**src/rtl/count_capture_fifo_if.sv**
```systemverilog
// Valid/ready stream carrying captured counter snapshots from the capture FIFO
// to its consumer.
interface count_capture_fifo_if #(
  parameter int N = 8
);
  logic [N-1:0] out_data;
  logic         out_valid;
  logic         out_ready;

  modport master (output out_data, output out_valid, input out_ready);
  modport slave  (input out_data, input out_valid, output out_ready);
endinterface

```
**src/rtl/count_capture_fifo.sv**
```systemverilog
// Snapshots count_in on each rising edge of event_in into a small FWFT FIFO
// and presents the snapshots on a valid/ready stream with a sticky overflow flag.
module count_capture_fifo #(
  parameter int N     = 8,
  parameter int DEPTH = 4
) (
  input  logic                     clk,
  input  logic                     reset_n,
  input  logic [N-1:0]             count_in,
  input  logic                     event_in,
  count_capture_fifo_if.master     out_if,
  output logic [$clog2(DEPTH):0]   fifo_level,
  output logic                     overflow,
  input  logic                     overflow_clr
);

  localparam int AW = $clog2(DEPTH);
  localparam logic [AW:0]   LEVEL_ONE = (AW + 1)'(1);
  localparam logic [AW:0]   LEVEL_MAX = (AW + 1)'(DEPTH);
  localparam logic [AW-1:0] PTR_ONE   = AW'(1);

  logic          event_q;
  logic [AW-1:0] wr_ptr;
  logic [AW-1:0] rd_ptr;
  logic [N-1:0]  mem [DEPTH];

  logic capture;
  logic full;
  logic empty;
  logic pop;
  logic do_push;
  logic drop;

  always_comb begin
    capture = event_in & ~event_q;
    full    = (fifo_level == LEVEL_MAX);
    empty   = (fifo_level == '0);
    pop     = ~empty & out_if.out_ready;
    // A simultaneous pop frees the slot, so a capture into a full FIFO is kept.
    do_push = capture & (~full | pop);
    drop    = capture & full & ~pop;
  end

  assign out_if.out_valid = ~empty;
  assign out_if.out_data  = empty ? '0 : mem[rd_ptr];

  // NOTE: storage carries no reset; only pointers and level define what is valid.
  always_ff @(posedge clk) begin
    if (do_push) mem[wr_ptr] <= count_in;
  end

  always_ff @(posedge clk or negedge reset_n) begin
    if (!reset_n) begin
      event_q    <= 1'b0;
      wr_ptr     <= '0;
      rd_ptr     <= '0;
      fifo_level <= '0;
      overflow   <= 1'b0;
    end else begin
      event_q <= event_in;
      if (do_push) wr_ptr <= wr_ptr + PTR_ONE;
      if (pop)     rd_ptr <= rd_ptr + PTR_ONE;
      unique case ({do_push, pop})
        2'b10:   fifo_level <= fifo_level + LEVEL_ONE;
        2'b01:   fifo_level <= fifo_level - LEVEL_ONE;
        default: fifo_level <= fifo_level;
      endcase
      // A fresh drop outranks a clear requested in the same cycle.
      if (drop)              overflow <= 1'b1;
      else if (overflow_clr) overflow <= 1'b0;
    end
  end

endmodule
```
**src/flat_wrapper.sv**
```systemverilog
// flat-port wrapper written by rule: the top's interface ports become plain ports
module count_capture_fifo_flat 
#(
  parameter int N     = 8,
  parameter int DEPTH = 4
)
  (clk, reset_n, count_in, event_in, fifo_level, overflow, overflow_clr, out_if_out_data, out_if_out_valid, out_if_out_ready);
  count_capture_fifo_if #(.N(N)) out_if_i ();
  input  logic clk;
  input  logic reset_n;
  input  logic [N-1:0] count_in;
  input  logic event_in;
  output logic [$clog2(DEPTH):0] fifo_level;
  output logic overflow;
  input  logic overflow_clr;
  output wire logic [$bits(out_if_i.out_data)-1:0] out_if_out_data;
  output wire logic [$bits(out_if_i.out_valid)-1:0] out_if_out_valid;
  input wire logic [$bits(out_if_i.out_ready)-1:0] out_if_out_ready;
  assign out_if_out_data = out_if_i.out_data;
  assign out_if_out_valid = out_if_i.out_valid;
  assign out_if_i.out_ready = out_if_out_ready;
  count_capture_fifo #(.N(N), .DEPTH(DEPTH)) u_core (.clk(clk), .reset_n(reset_n), .count_in(count_in), .event_in(event_in), .out_if(out_if_i), .fifo_level(fifo_level), .overflow(overflow), .overflow_clr(overflow_clr));
endmodule
```
**config.mk**
```make
export PLATFORM = sky130hd
export DESIGN_NAME = count_capture_fifo_flat
export DESIGN_NICKNAME = d
export VERILOG_FILES = /design/src/rtl/count_capture_fifo_if.sv /design/src/rtl/count_capture_fifo.sv /design/src/flat_wrapper.sv
export SDC_FILE = /design/constraint.sdc
export NUM_CORES = 1
export LEC_CHECK = 0
export CELL_PAD_IN_SITES_DETAIL_PLACEMENT = 1
export CELL_PAD_IN_SITES_GLOBAL_PLACEMENT = 1
export CORE_ASPECT_RATIO = 1.5
export CORE_MARGIN = 1.5
export CORE_UTILIZATION = 45
export DETAILED_ROUTE_END_ITERATION = 8
export GPL_TIMING_DRIVEN = 0
export PLACE_DENSITY_LB_ADDON = 0.05
export SLEW_MARGIN = 40
export SYNTH_ARGS = -nofsm -noshare
export SYNTH_HDL_FRONTEND = slang
export SYNTH_SLANG_ARGS = --single-unit
```
**constraint.sdc**
```tcl
create_clock -name clk -period 3.23 [get_ports clk]
set_clock_uncertainty 0.05 [all_clocks]
set_input_delay 0.4845 -clock clk [delete_from_list [all_inputs] [get_ports clk]]
set_output_delay 0.4845 -clock clk [all_outputs]
set_load 0.03 [all_outputs]
```
==> metrics, run 1 <==
CTS buffer count 5; Final Max Slew Viols 0; CP max stage cell clkdlybuf4s50_1; CTS max path bufs 2; Final Hold Fails 0; routed vias 887; startpoint types register; max incr delay on CP 0.59 ns; initial antenna violation count 0; first-pass GRT wire length 4767 µm; clock-pin slew on the worst setup and hold paths 0.07 ns; Worst-Margin Slew 0.5444 ns; Ys Warns 0; die width 53.38 µm; die height 78.56 µm; RSZ-0062 raised after global routing no; Vias/cell 5.280; DRT Wirelength 2771 µm; largest net degree at the start of global routing 12; CTS H-tree depth 2; Sink Count 41; most frequent cells in the layout edfxtp_1 (32), clkdlybuf4s50_1 (25), and2_1 (9), dfrtp_1 (9); post-route cell area 2093 µm²; worst-path cell chain or3_2 -> clkbuf_1 -> and2_1 -> clkdlybuf4s50_1; cts hold-fix bufs 0; Max Cap Viol 0; CP required 2.70 ns; placement row count 27; layout cells sized above 1 0.1760; Mean Syn Cell Area 18.42 µm²; headroom to the max-slew limit 0.6371; nets@finish 144; flops & latches, synth 41; arrival time worst endpoint 2.23 ns; I/O Buffers 25; worst skew pair latency 0.28 ns; initial DRC count 31; PD cells 882.2 nW/µm²; vias in the first global route 936; Post-CTS Setup Inserts 0; DRT Pass-1 Iters 4; Worst Hold Class in -> async; Die ar. 4193 µm²; Area Overhead vs Synth 22.21%; syn nets 112; placed inst area 2017 µm²; number of remaining DRC errors 0; hold slack 0.4613 ns; Mapped Cells 93; Setup TNS Final 0 ns; Tcrit/Tclk final 0.8557; Non-Filler Instances 168; commonest non-fill, non-tap cell in the layout edfxtp_1; Pwr Total 1.847 mW; CP Class reg -> out; grt ovf 0; min Tclk post-route 2.764 ns; static leakage 0.7550 nW; Placer Congestion 0.6403; Initial Util 0.4695; Total Routing Usage GR 0.1641; core area 3649 µm²; Ant. Diodes 0; final setup fails 0; peak fanout along the critical path 10; Wirelength per Cell 16.49 µm; Final ANT Viol Nets 0; CTS Root Cell clkbuf_8; maximum clock rate 0.3618 GHz; CTS tree yes; status complete, no violations; DP Cell Count 161; Max IR drop VDD 0.5443 mV; Post-Syn Area 1713 µm²; crit path capture type primary output; critical path's top delay family buffers and inverters; sequential area share after synthesis 0.6925; final HPWL from detailed placement 2106 µm; Unique masters post-synth 20; post-cts resize count 0; io pins 26; WP buf/inv 2
==> path summary, 6_finish.rpt <==
path,start,endpoint,slack [ns],depth (start not counted)
max,u_core.fifo_level[0],out_if_out_data[0],0.47,4
min,reset_n,u_core.fifo_level[1],0.46,1
max reg2reg,u_core.fifo_level[0],u_core.fifo_level[2],0.84,9
min reg2reg,u_core.fifo_level[2],u_core.fifo_level[2],0.47,1
max in group asynchronous,reset_n,u_core.overflow,2.37,1
min in group clk,u_core.fifo_level[2],u_core.fifo_level[2],0.47,1
==> kinds of logic after synthesis <==
group | count (synthesis) | synth area share
mux | 10 | 0.1198
buf+inv | 11 | 0.02484
xor+xnor | 6 | 0.03068
compound gates | 1 | 0.005114
flops | 41 | 0.6925
fa+ha+maj | 6 | 0.04821
simple gates | 18 | 0.07888
==> power breakdown <==
group	switching [mW]	internal, mW	total (mW)
clock	0.146	0.145	0.291
combinational	0.441	0.400	0.841
sequential	0.0495	0.665	0.714
total	0.636	1.21	1.85
==> routing by layer <==
metal | part of all wire | GRT usage | vias to the layer above
met5 | 0 | 0 | -
met4 | 0.021 | 0.06923 | 0
met3 | 0.050 | 0.03992 | 6
met2 | 0.52 | 0.2617 | 29
met1 | 0.41 | 0.2093 | 448
li1 | - | - | 404
==> sequential cells by signal (all words and copies together) (netlist names) <==
name               flops
u_core.event_q         1
u_core.fifo_level      3
u_core.wr_ptr          2
u_core.overflow        1
u_core.rd_ptr          2
u_core.mem            32
==> Yosys cell counts, drive strengths merged <==
cell type / n / share of area
dfrtp: 9 / 0.13
xor2: 3 / 0.015
fa: 1 / 0.012
ha: 5 / 0.037
nor2: 1 / 0.0022
edfxtp: 32 / 0.56
buf: 1 / 0.0029
mux4: 8 / 0.11
or4b: 1 / 0.0080
o32ai: 1 / 0.0051
mux2: 1 / 0.0088
clkbuf: 2 / 0.0044
inv: 8 / 0.018
nand3: 1 / 0.0029
and2: 13 / 0.050
nor3b: 1 / 0.011
mux2i: 1 / 0.0058
or3: 1 / 0.0044
xnor2: 3 / 0.015
==> through the flow <==
stage                     utilization  setup slack, ns
after detailed placement       0.5528           0.3532
after floorplan                     -           0.8483
after global placement         0.5528           0.3829
after CTS                      0.5737           0.4294
after global routing           0.5737           0.3651
final                          0.5737           0.4662
==> worst reg2reg max path: stages (launching register included) <==
cell     delay (ns)
dfrtp_1        0.43
or4b_4         0.54
nor3b_4        0.20
inv_1          0.07
ha_1           0.18
inv_1          0.06
fa_1           0.37
xor2_1         0.15
nor2_1         0.12
xor2_1         0.15
==> final cells by class <==
class                           instances  area (µm²)
Sequential cell                        41        1186
Buffer                                  3       12.51
Multi-Input combinational cell         41       484.2
Clock buffer                            6       72.57
Tap cell                               43       53.80
Fill cell                             360        1555
Inverter                                8       30.03
Timing Repair Buffer                   25       250.2
Clock inverter                          1       3.754
Power figures use the tool's default switching activity.
==> inputs of run 2 (changes only) <==
--- a/config.mk
+++ b/config.mk
@@ -11,8 +11,8 @@
 export CORE_MARGIN = 1.5
 export CORE_UTILIZATION = 45
 export DETAILED_ROUTE_END_ITERATION = 8
-export GPL_TIMING_DRIVEN = 0
 export PLACE_DENSITY_LB_ADDON = 0.05
+export SKIP_CTS_REPAIR_TIMING = 1
 export SLEW_MARGIN = 40
 export SYNTH_ARGS = -nofsm -noshare
 export SYNTH_HDL_FRONTEND = slang
==> metrics, run 2 (synthesis results as in run 1) <==
status complete, no violations; CP Class reg -> out; Worst Hold Class in -> async; Placer Congestion 0.6471 (+1.1%); DRT Pass-1 Iters 3 (-1); vias in the first global route 957 (+2.2%); DRT Wirelength 2882 µm (+4.0%); clock-pin slew on the worst setup and hold paths 0.07 ns (about the same); CTS max path bufs 2 (unchanged); Wirelength per Cell 17.26 µm (+4.6%); Setup TNS Final 0 ns (unchanged); Pwr Total 1.876 mW (+1.6%); CTS H-tree depth 2 (unchanged); Worst-Margin Slew 0.4294 ns (-0.1150 ns); nets@finish 142 (-1.4%); routed vias 876 (-1.2%); Total Routing Usage GR 0.1656 (+0.001440); final setup fails 0 (unchanged); core area 3649 µm² (unchanged); io pins 26 (unchanged); arrival time worst endpoint 2.30 ns (+0.07 ns); Max Cap Viol 0 (unchanged); Vias/cell 5.246 (-0.65%); Reg-to-Reg End u_core.fifo_level[2]; largest net degree at the start of global routing 12 (unchanged); Non-Filler Instances 167 (-0.60%); final HPWL from detailed placement 2120 µm (+0.68%); number of remaining DRC errors 0 (unchanged); I/O Buffers 25 (unchanged); Top Registers u_core.mem x32, u_core.fifo_level x3; RSZ-0062 raised after global routing no; initial antenna violation count 0 (unchanged); largest register by flop count u_core.mem; CTS tree yes; grt ovf 0 (unchanged); Final Max Slew Viols 0 (unchanged); CP required 2.70 ns (about the same); PD cells 896.7 nW/µm² (+1.6%); Ant. Diodes 0 (unchanged); DP Cell Count 159 (-1.2%); Final ANT Viol Nets 0 (unchanged); crit path capture type primary output; Worst R2R Path Depth 9 (unchanged); register-to-register setup slack 0.84 ns (about the same); min Tclk post-route 2.830 ns (+0.06614 ns); Initial Util 0.4695 (unchanged); reg2reg start u_core.fifo_level[1]; initial DRC count 27 (-13%); peak fanout along the critical path 7 (-3); first-pass GRT wire length 4623 µm (-3.0%); static leakage 0.7543 nW (about the same); Area Overhead vs Synth 22.13% (about the same); die height 78.56 µm (unchanged); Die ar. 4193 µm² (unchanged); Max IR drop VDD 0.4674 mV (-14%); layout cells sized above 1 0.1774 (+0.001419); die width 53.38 µm (unchanged); commonest non-fill, non-tap cell in the layout edfxtp_1; placement row count 27 (unchanged); headroom to the max-slew limit 0.7129 (+0.07580); Final Hold Fails 0 (unchanged); CTS buffer count 5 (unchanged); max FFs per register 32 (unchanged); maximum clock rate 0.3534 GHz (-2.3%); CTS Root Cell clkbuf_8; startpoint types register; most frequent cells in the layout edfxtp_1 (32), clkdlybuf4s50_1 (25), and2_1 (9), dfrtp_1 (9); worst skew pair latency 0.29 ns (about the same); Tcrit/Tclk final 0.8761 (+0.02048); Sink Count 41 (unchanged)
run 2: worst max-delay path: stages, from the launching register on:
cell and delay [ns]:
dfrtp_1 0.48, buf_4 0.25, mux4_2 0.51, and2_1 0.18, clkdlybuf4s50_1 0.59
run 2: worst max path at each step:
| stage | end | from | slack, ns | depth (start not counted) |
|---|---|---|---|---|
| after global placement | u_core.fifo_level[2] | out_if_out_ready | 0.44 | 10 |
| after detailed placement | u_core.fifo_level[2] | out_if_out_ready | 0.36 | 10 |
| after global routing | out_if_out_data[2] | u_core.rd_ptr[0] | 0.29 | 4 |
| after CTS | out_if_out_data[2] | u_core.rd_ptr[0] | 0.36 | 4 |
| after floorplan | u_core.fifo_level[2] | u_core.fifo_level[0] | 0.85 | 9 |
| final | out_if_out_data[2] | u_core.rd_ptr[0] | 0.40 | 4 |
run 2: area by class of cell:
cell class / count / area [µm²]
clock buffers: 8 / 80.08
inverters: 8 / 30.03
multi-input cells: 41 / 484.2
flip-flops and latches: 41 / 1186
repair buffers: 26 / 257.7
fillers: 350 / 1556
well taps: 43 / 53.80
run 2: stage by stage:
stage	utilization	worst slack, ns	cell area (µm²)	hold slack (ns)
floorplan	-	0.8483	1713	0.1389
global placement	0.5514	0.4424	2012	0.4740
finish	0.5734	0.4001	2092	0.4484
detailed placement	0.5514	0.3594	2012	0.4744
global route	0.5734	0.2886	2092	0.4577
CTS	0.5734	0.3601	2092	0.4490
run 2: power by group:
group          internal [mW]  switching [mW]
Combinational          0.402           0.415
Clock                  0.153           0.153
Sequential             0.665          0.0878
run 2: routing by layer:
| metal | vias up | track usage | share of wire |
|---|---|---|---|
| li1 | 397 | - | - |
| met1 | 443 | 0.1731 | 0.37 |
| met2 | 30 | 0.2790 | 0.56 |
| met3 | 6 | 0.04563 | 0.051 |
| met4 | 0 | 0.1051 | 0.026 |
| met5 | - | 0 | 0 |
==> patch 1: new RTL, settings of run 1 <==
`N` is set to 8 in 3 places; all go to 7.
--- a/src/rtl/count_capture_fifo_if.sv
+++ b/src/rtl/count_capture_fifo_if.sv
@@ -1,7 +1,7 @@
 // Valid/ready stream carrying captured counter snapshots from the capture FIFO
 // to its consumer.
 interface count_capture_fifo_if #(
-  parameter int N = 8
+  parameter int N = 7
 );
   logic [N-1:0] out_data;
   logic         out_valid;
--- a/src/rtl/count_capture_fifo.sv
+++ b/src/rtl/count_capture_fifo.sv
@@ -1,7 +1,7 @@
 // Snapshots count_in on each rising edge of event_in into a small FWFT FIFO
 // and presents the snapshots on a valid/ready stream with a sticky overflow flag.
 module count_capture_fifo #(
-  parameter int N     = 8,
+  parameter int N     = 7,
   parameter int DEPTH = 4
 ) (
   input  logic                     clk,
--- a/src/flat_wrapper.sv
+++ b/src/flat_wrapper.sv
@@ -1,7 +1,7 @@
 // flat-port wrapper written by rule: the top's interface ports become plain ports
 module count_capture_fifo_flat 
 #(
-  parameter int N     = 8,
+  parameter int N     = 7,
   parameter int DEPTH = 4
 )
   (clk, reset_n, count_in, event_in, fifo_level, overflow, overflow_clr, out_if_out_data, out_if_out_valid, out_if_out_ready);
Ports: changed (resized count_in and out_if_out_data); port bits go from 26 to 24. No check against the original RTL was run, so the function may have changed too.
==> patch 1 against run 1 <==
Count of clock-buffer cells in the layout up 2. Synthesized area down 8.9%. Final area down 7.7%. Utilization up 0.32 points. Worst setup slack better by 0.068 ns. Wire length down 6.2%. Sequential cell count down 4. Power down 5.2%. Critical path type unchanged. Largest cell class unchanged. Highest routed layer unchanged.
==> patch 1: results <==
group,metric,value,unit
synth,synth-adder-area-share,5.293,%
sta,hold_viol_final,0,
synth,synthArstFlopShare,24.32,%
place,gp_congestion,0.6678,
power_and_ir_drop,seqPwrFrac,37.1,%
synth,synth-seq-area-share,68.32,%
setup_path,path_max_fanout,9,
setup_path,cp_slowest_cell,"clkdlybuf4s50_1",
global_routing,grt.total_usage,16.32,%
cells_and_area,antennaDiodeCount,0,
global_routing,grt_pass1_vias,894,
setup_path,crit_start,"u_core.rd_ptr[0]",
synth,muxShareOfSynthArea,11.07,%
cells_and_area,final_nets,136,
cells_and_area,top_regs,"u_core.mem (28), u_core.fifo_level (3)",
power_and_ir_drop,cellLeakagePower,0.7051,nW
global_routing,grt-busiest-layer,"met2",
global_routing,grt_use_met1,18.56,%
clock_tree,cts_root_buffer,"clkbuf_8",
synth,synth_common_cells,"edfxtp_1 (28), dfrtp_1 (9), and2_1 (8), inv_1 (8), mux4_2 (7)",
clock_tree,clockBufferDepth,2,
power_and_ir_drop,ir_drop,0.0004796,V
place,numPortBuffers,23,
setup_path,r2r-start,"u_core.fifo_level[0]",
synth,synth_flop_cell,"edfxtp_1",
synth,yosys-top-cells-area,"edfxtp_1 (54%), dfrtp_1 (14%), mux4_2 (10%), ha_1 (4.0%), and2_1 (3.2%)",
cells_and_area,drive_above_1_share,18.49,%
global_routing,use_met2,28.86,%
place,dp_hpwl,1940,um
global_routing,grtUsageMet3,4.167,%
synth,synth_edf_count,28,
route,wl_per_cell,16.14,um
clock_tree,worstSkewPairLatency,0.28,ns
min_path,hold_class,"input port to async pin",
outcome,status,"finished clean",
route,drtPass1Iterations,4,
clock_tree,cts_htree_levels,2,
synth,yosysTopAreaCellShare,53.89,%
sta,worst_pin_slew,0.5212,ns
synth,yosys_warnings,0,
synth,synth_cell_types,21,
synth,synth_xor_area_share,3.368,%
route,vias_per_cell,5.174,
route,drt_first_iter_violations,16,
global_routing,grt_max_degree,12,
clock_tree,cts_resized,0,
synth,syn_nets,106,
synth,synth_compound_area_share,0.8821,%
setup_path,crit_family,"buffers and inverters",
global_routing,antenna_found_initial,0,
power_and_ir_drop,switching_share,34.53,%
global_routing,grt_pass1_wl,4353,um
clock_tree,clkTransAtPathRegs,0.07,ns
setup_path,cp.arrival,2.16,ns
patch 1: changes by cell type in the layout (fill, tap and decap cells not counted):
cell	before	now
o21ai_0	0	1
clkdlybuf4s50_1	25	23
buf_2	1	2
edfxtp_1	32	28
clkinv_1	1	0
or4b_4	1	0
nand2_1	0	1
clkbuf_8	5	6
mux4_2	8	7
or4b_1	0	1
mux2i_1	1	0
and2_1	9	8
patch 1: worst paths after layout:
| path | to | slack [ns] | cells after the start |
|---|---|---|---|
| worst max-delay path | out_if_out_data[5] | 0.53 | 4 |
| worst min-delay path | u_core.wr_ptr[1] | 0.45 | 1 |
| worst max register to register | u_core.fifo_level[2] | 0.78 | 9 |
| worst min register to register | u_core.fifo_level[2] | 0.46 | 1 |
| max in group asynchronous | u_core.rd_ptr[1] | 2.38 | 1 |
| min in group clk | u_core.fifo_level[2] | 0.46 | 1 |
patch 1: layout make-up:
class / instances / area, um^2
Tap cell: 42 / 52.55
Buffer: 3 / 13.76
Multi-Input combinational cell: 40 / 450.4
Clock buffer: 8 / 90.09
Timing Repair Buffer: 23 / 230.2
Inverter: 8 / 30.03
Fill cell: 326 / 1418
Sequential cell: 37 / 1066
patch 1: cells by family (layout without fill, tap and decap cells):
| kind of cell | after synthesis | in the layout |
|---|---|---|
| flops | 37 | 37 |
| simple gates | 18 | 18 |
| buf+inv | 11 | 42 |
| mux | 8 | 8 |
| fa+ha+maj | 6 | 6 |
| xor+xnor | 6 | 6 |
| compound gates | 2 | 2 |
patch 1: metal layers:
metal | vias up | routed length [um]
met5 | - | 0
met4 | 0 | 50
met3 | 7 | 108
met2 | 24 | 1437
met1 | 423 | 1002
li1 | 379 | -
patch 1: metrics by stage:
stage	setup slack [ns]	instance area [um^2]	hold slack (ns)	std cells	total power [mW]
2_1_floorplan	0.8330	1560	0.1389	88	1.177
3_3_place_gp	0.3405	1843	0.4394	153	1.434
6_report	0.5343	1933	0.4496	161	1.750
5_1_grt	0.3984	1933	0.4655	161	1.866
4_1_cts	0.4857	1933	0.4537	161	1.782
3_5_place_dp	0.2526	1843	0.4586	153	1.459
patch 1: worst register-to-register path, cell delays in order (launching register included):
cell and delay, ns:
dfrtp_1 0.43, or4b_1 0.58, nor3b_4 0.21, inv_1 0.07
ha_1 0.17, inv_1 0.07, fa_1 0.39, xor2_1 0.15
nor2_1 0.11, xor2_1 0.15
patch 1: power groups by stage:
stage | registers (mW) | clock network [mW] | logic [mW]
after floorplan | 0.688 | 0 | 0.489
after global placement | 0.653 | 0 | 0.781
after detailed placement | 0.660 | 0 | 0.799
after CTS | 0.651 | 0.329 | 0.802
after global routing | 0.662 | 0.346 | 0.859
final | 0.650 | 0.315 | 0.785
==> patch 2: new RTL, config.mk and constraints of run 1 <==
Without the edit above. Make the reset (`reset_n`) synchronous in one clocked block.
--- a/src/rtl/count_capture_fifo.sv
+++ b/src/rtl/count_capture_fifo.sv
@@ -49,7 +49,7 @@
     if (do_push) mem[wr_ptr] <= count_in;
   end
 
-  always_ff @(posedge clk or negedge reset_n) begin
+  always_ff @(posedge clk) begin
     if (!reset_n) begin
       event_q    <= 1'b0;
       wr_ptr     <= '0;
Function: differs if reset_n is asserted again (counterexample within 4 cycles, from zero or initial values and one cycle with reset_n low); with reset_n held inactive, the same outputs for 10 cycles.
==> patch 2 against run 1 <==
Power is 6.5% lower. Utilization grew 1.3 points. Sequential cell count up 2. Wire length rose by 20%. Final area is 5.0% higher. Worst setup slack improved by 0.12 ns. Synthesized area grew 4.4%. Critical path depth is 6 higher. Critical path type is now input port to flop. Critical endpoint is now u_core.fifo_level[2]. Highest routed layer unchanged.
==> patch 2: results <==
group,metric,value,unit
outcome,status,"finished clean",
setup_path,r2r-start,"u_core.fifo_level[0]",
cells_and_area,nNonClkInverters,7,
synth,yosys-top-cells-area,"edfxtp_1 (54%), dfxtp_1 (12%), mux4_2 (10%), ha_1 (3.5%), nor2b_1 (3.1%)",
cells_and_area,seq_cell_count,43,
route,route.met3.wl,114,um
cells_and_area,final_cells,186,
place,gp_congestion,0.6946,
sta,worst_pin_slew,0.4538,ns
global_routing,grt.total_usage,17.29,%
synth,synth_flop_cell,"edfxtp_1",
clock_tree,worstSkewPairLatency,0.29,ns
power_and_ir_drop,cellLeakagePower,0.7369,nW
synth,synth-adder-area-share,4.619,%
cells_and_area,signal_buffers,29,
cells_and_area,multi_input_area,553.0,um^2
cells_and_area,n_fill_cell,355,
global_routing,grt_pass1_vias,1097,
synth,muxShareOfSynthArea,11.20,%
synth,synth_xor_area_share,0.9797,%
cells_and_area,seqCellArea,1181,um^2
cells_and_area,clk_share,4.838,%
global_routing,grt_max_degree,14,
route,vias_per_cell,5.274,
power_and_ir_drop,comb_power,0.647,mW
setup_path,path_common_cell,"inv_1",
global_routing,grt_pass1_wl,5126,um
setup_path,cp.arrival,2.80,ns
power_and_ir_drop,power.net_switching,0.5546,mW
synth,syn_inst,111,
synth,syn_nets,130,
power_and_ir_drop,powerSeq,0.683,mW
synth,synthArstFlopShare,0,%
setup_path,cp-endpoint,"u_core.fifo_level[2]",
sta,holdWs,0.4557,ns
setup_path,path_max_fanout,7,
route,wl_met2,1935,um
cells_and_area,multi_input_comb_cells,57,
route,wl,3329,um
setup_path,cpPeakStageDelay,0.47,ns
min_path,hold_class,"flop to flop",
cells_and_area,drive_above_1_share,16.78,%
place,dp.cells,179,
synth,synth_common_cells,"edfxtp_1 (32), dfxtp_1 (11), nor2b_1 (9)",
synth,synth_cell_types,28,
cells_and_area,bufAreaShareNonClock,12.64,%
setup_path,crit_family,"simple AND/OR/NAND/NOR gates",
route,wl_met1,1224,um
synth,synth_compound_area_share,2.659,%
clock_tree,cts_resized,0,
==> patch 2: cell count changes in the layout (fill, tap and decap cells not counted), sizes merged, moves of 3 or more <==
| cell | change |
|---|---|
| nand2 | +7 |
| a21boi | +3 |
| nor2b | +9 |
| dfrtp | -9 |
| dfxtp | +11 |
| and2 | -6 |
| o21ai | +5 |
==> patch 2: metal layers <==
| layer | vias to the layer above | global-route usage (%) |
|---|---|---|
| li1 | 465 | - |
| met1 | 488 | 16.81 |
| met2 | 23 | 33.13 |
| met3 | 5 | 3.532 |
| met4 | 0 | 6.750 |
| met5 | - | 0 |
==> patch 2: metrics by stage <==
stage | utilization [%] | cell area (um^2) | setup WS [ns] | total power, mW
floorplan | - | 1788 | 0.9025 | 1.113
global placement | 55.79 | 2092 | 0.3564 | 1.325
detailed placement | 55.79 | 2092 | 0.2877 | 1.356
CTS | 58.63 | 2198 | 0.5775 | 1.755
global route | 58.63 | 2198 | 0.4706 | 1.817
finish | 58.63 | 2198 | 0.5911 | 1.726
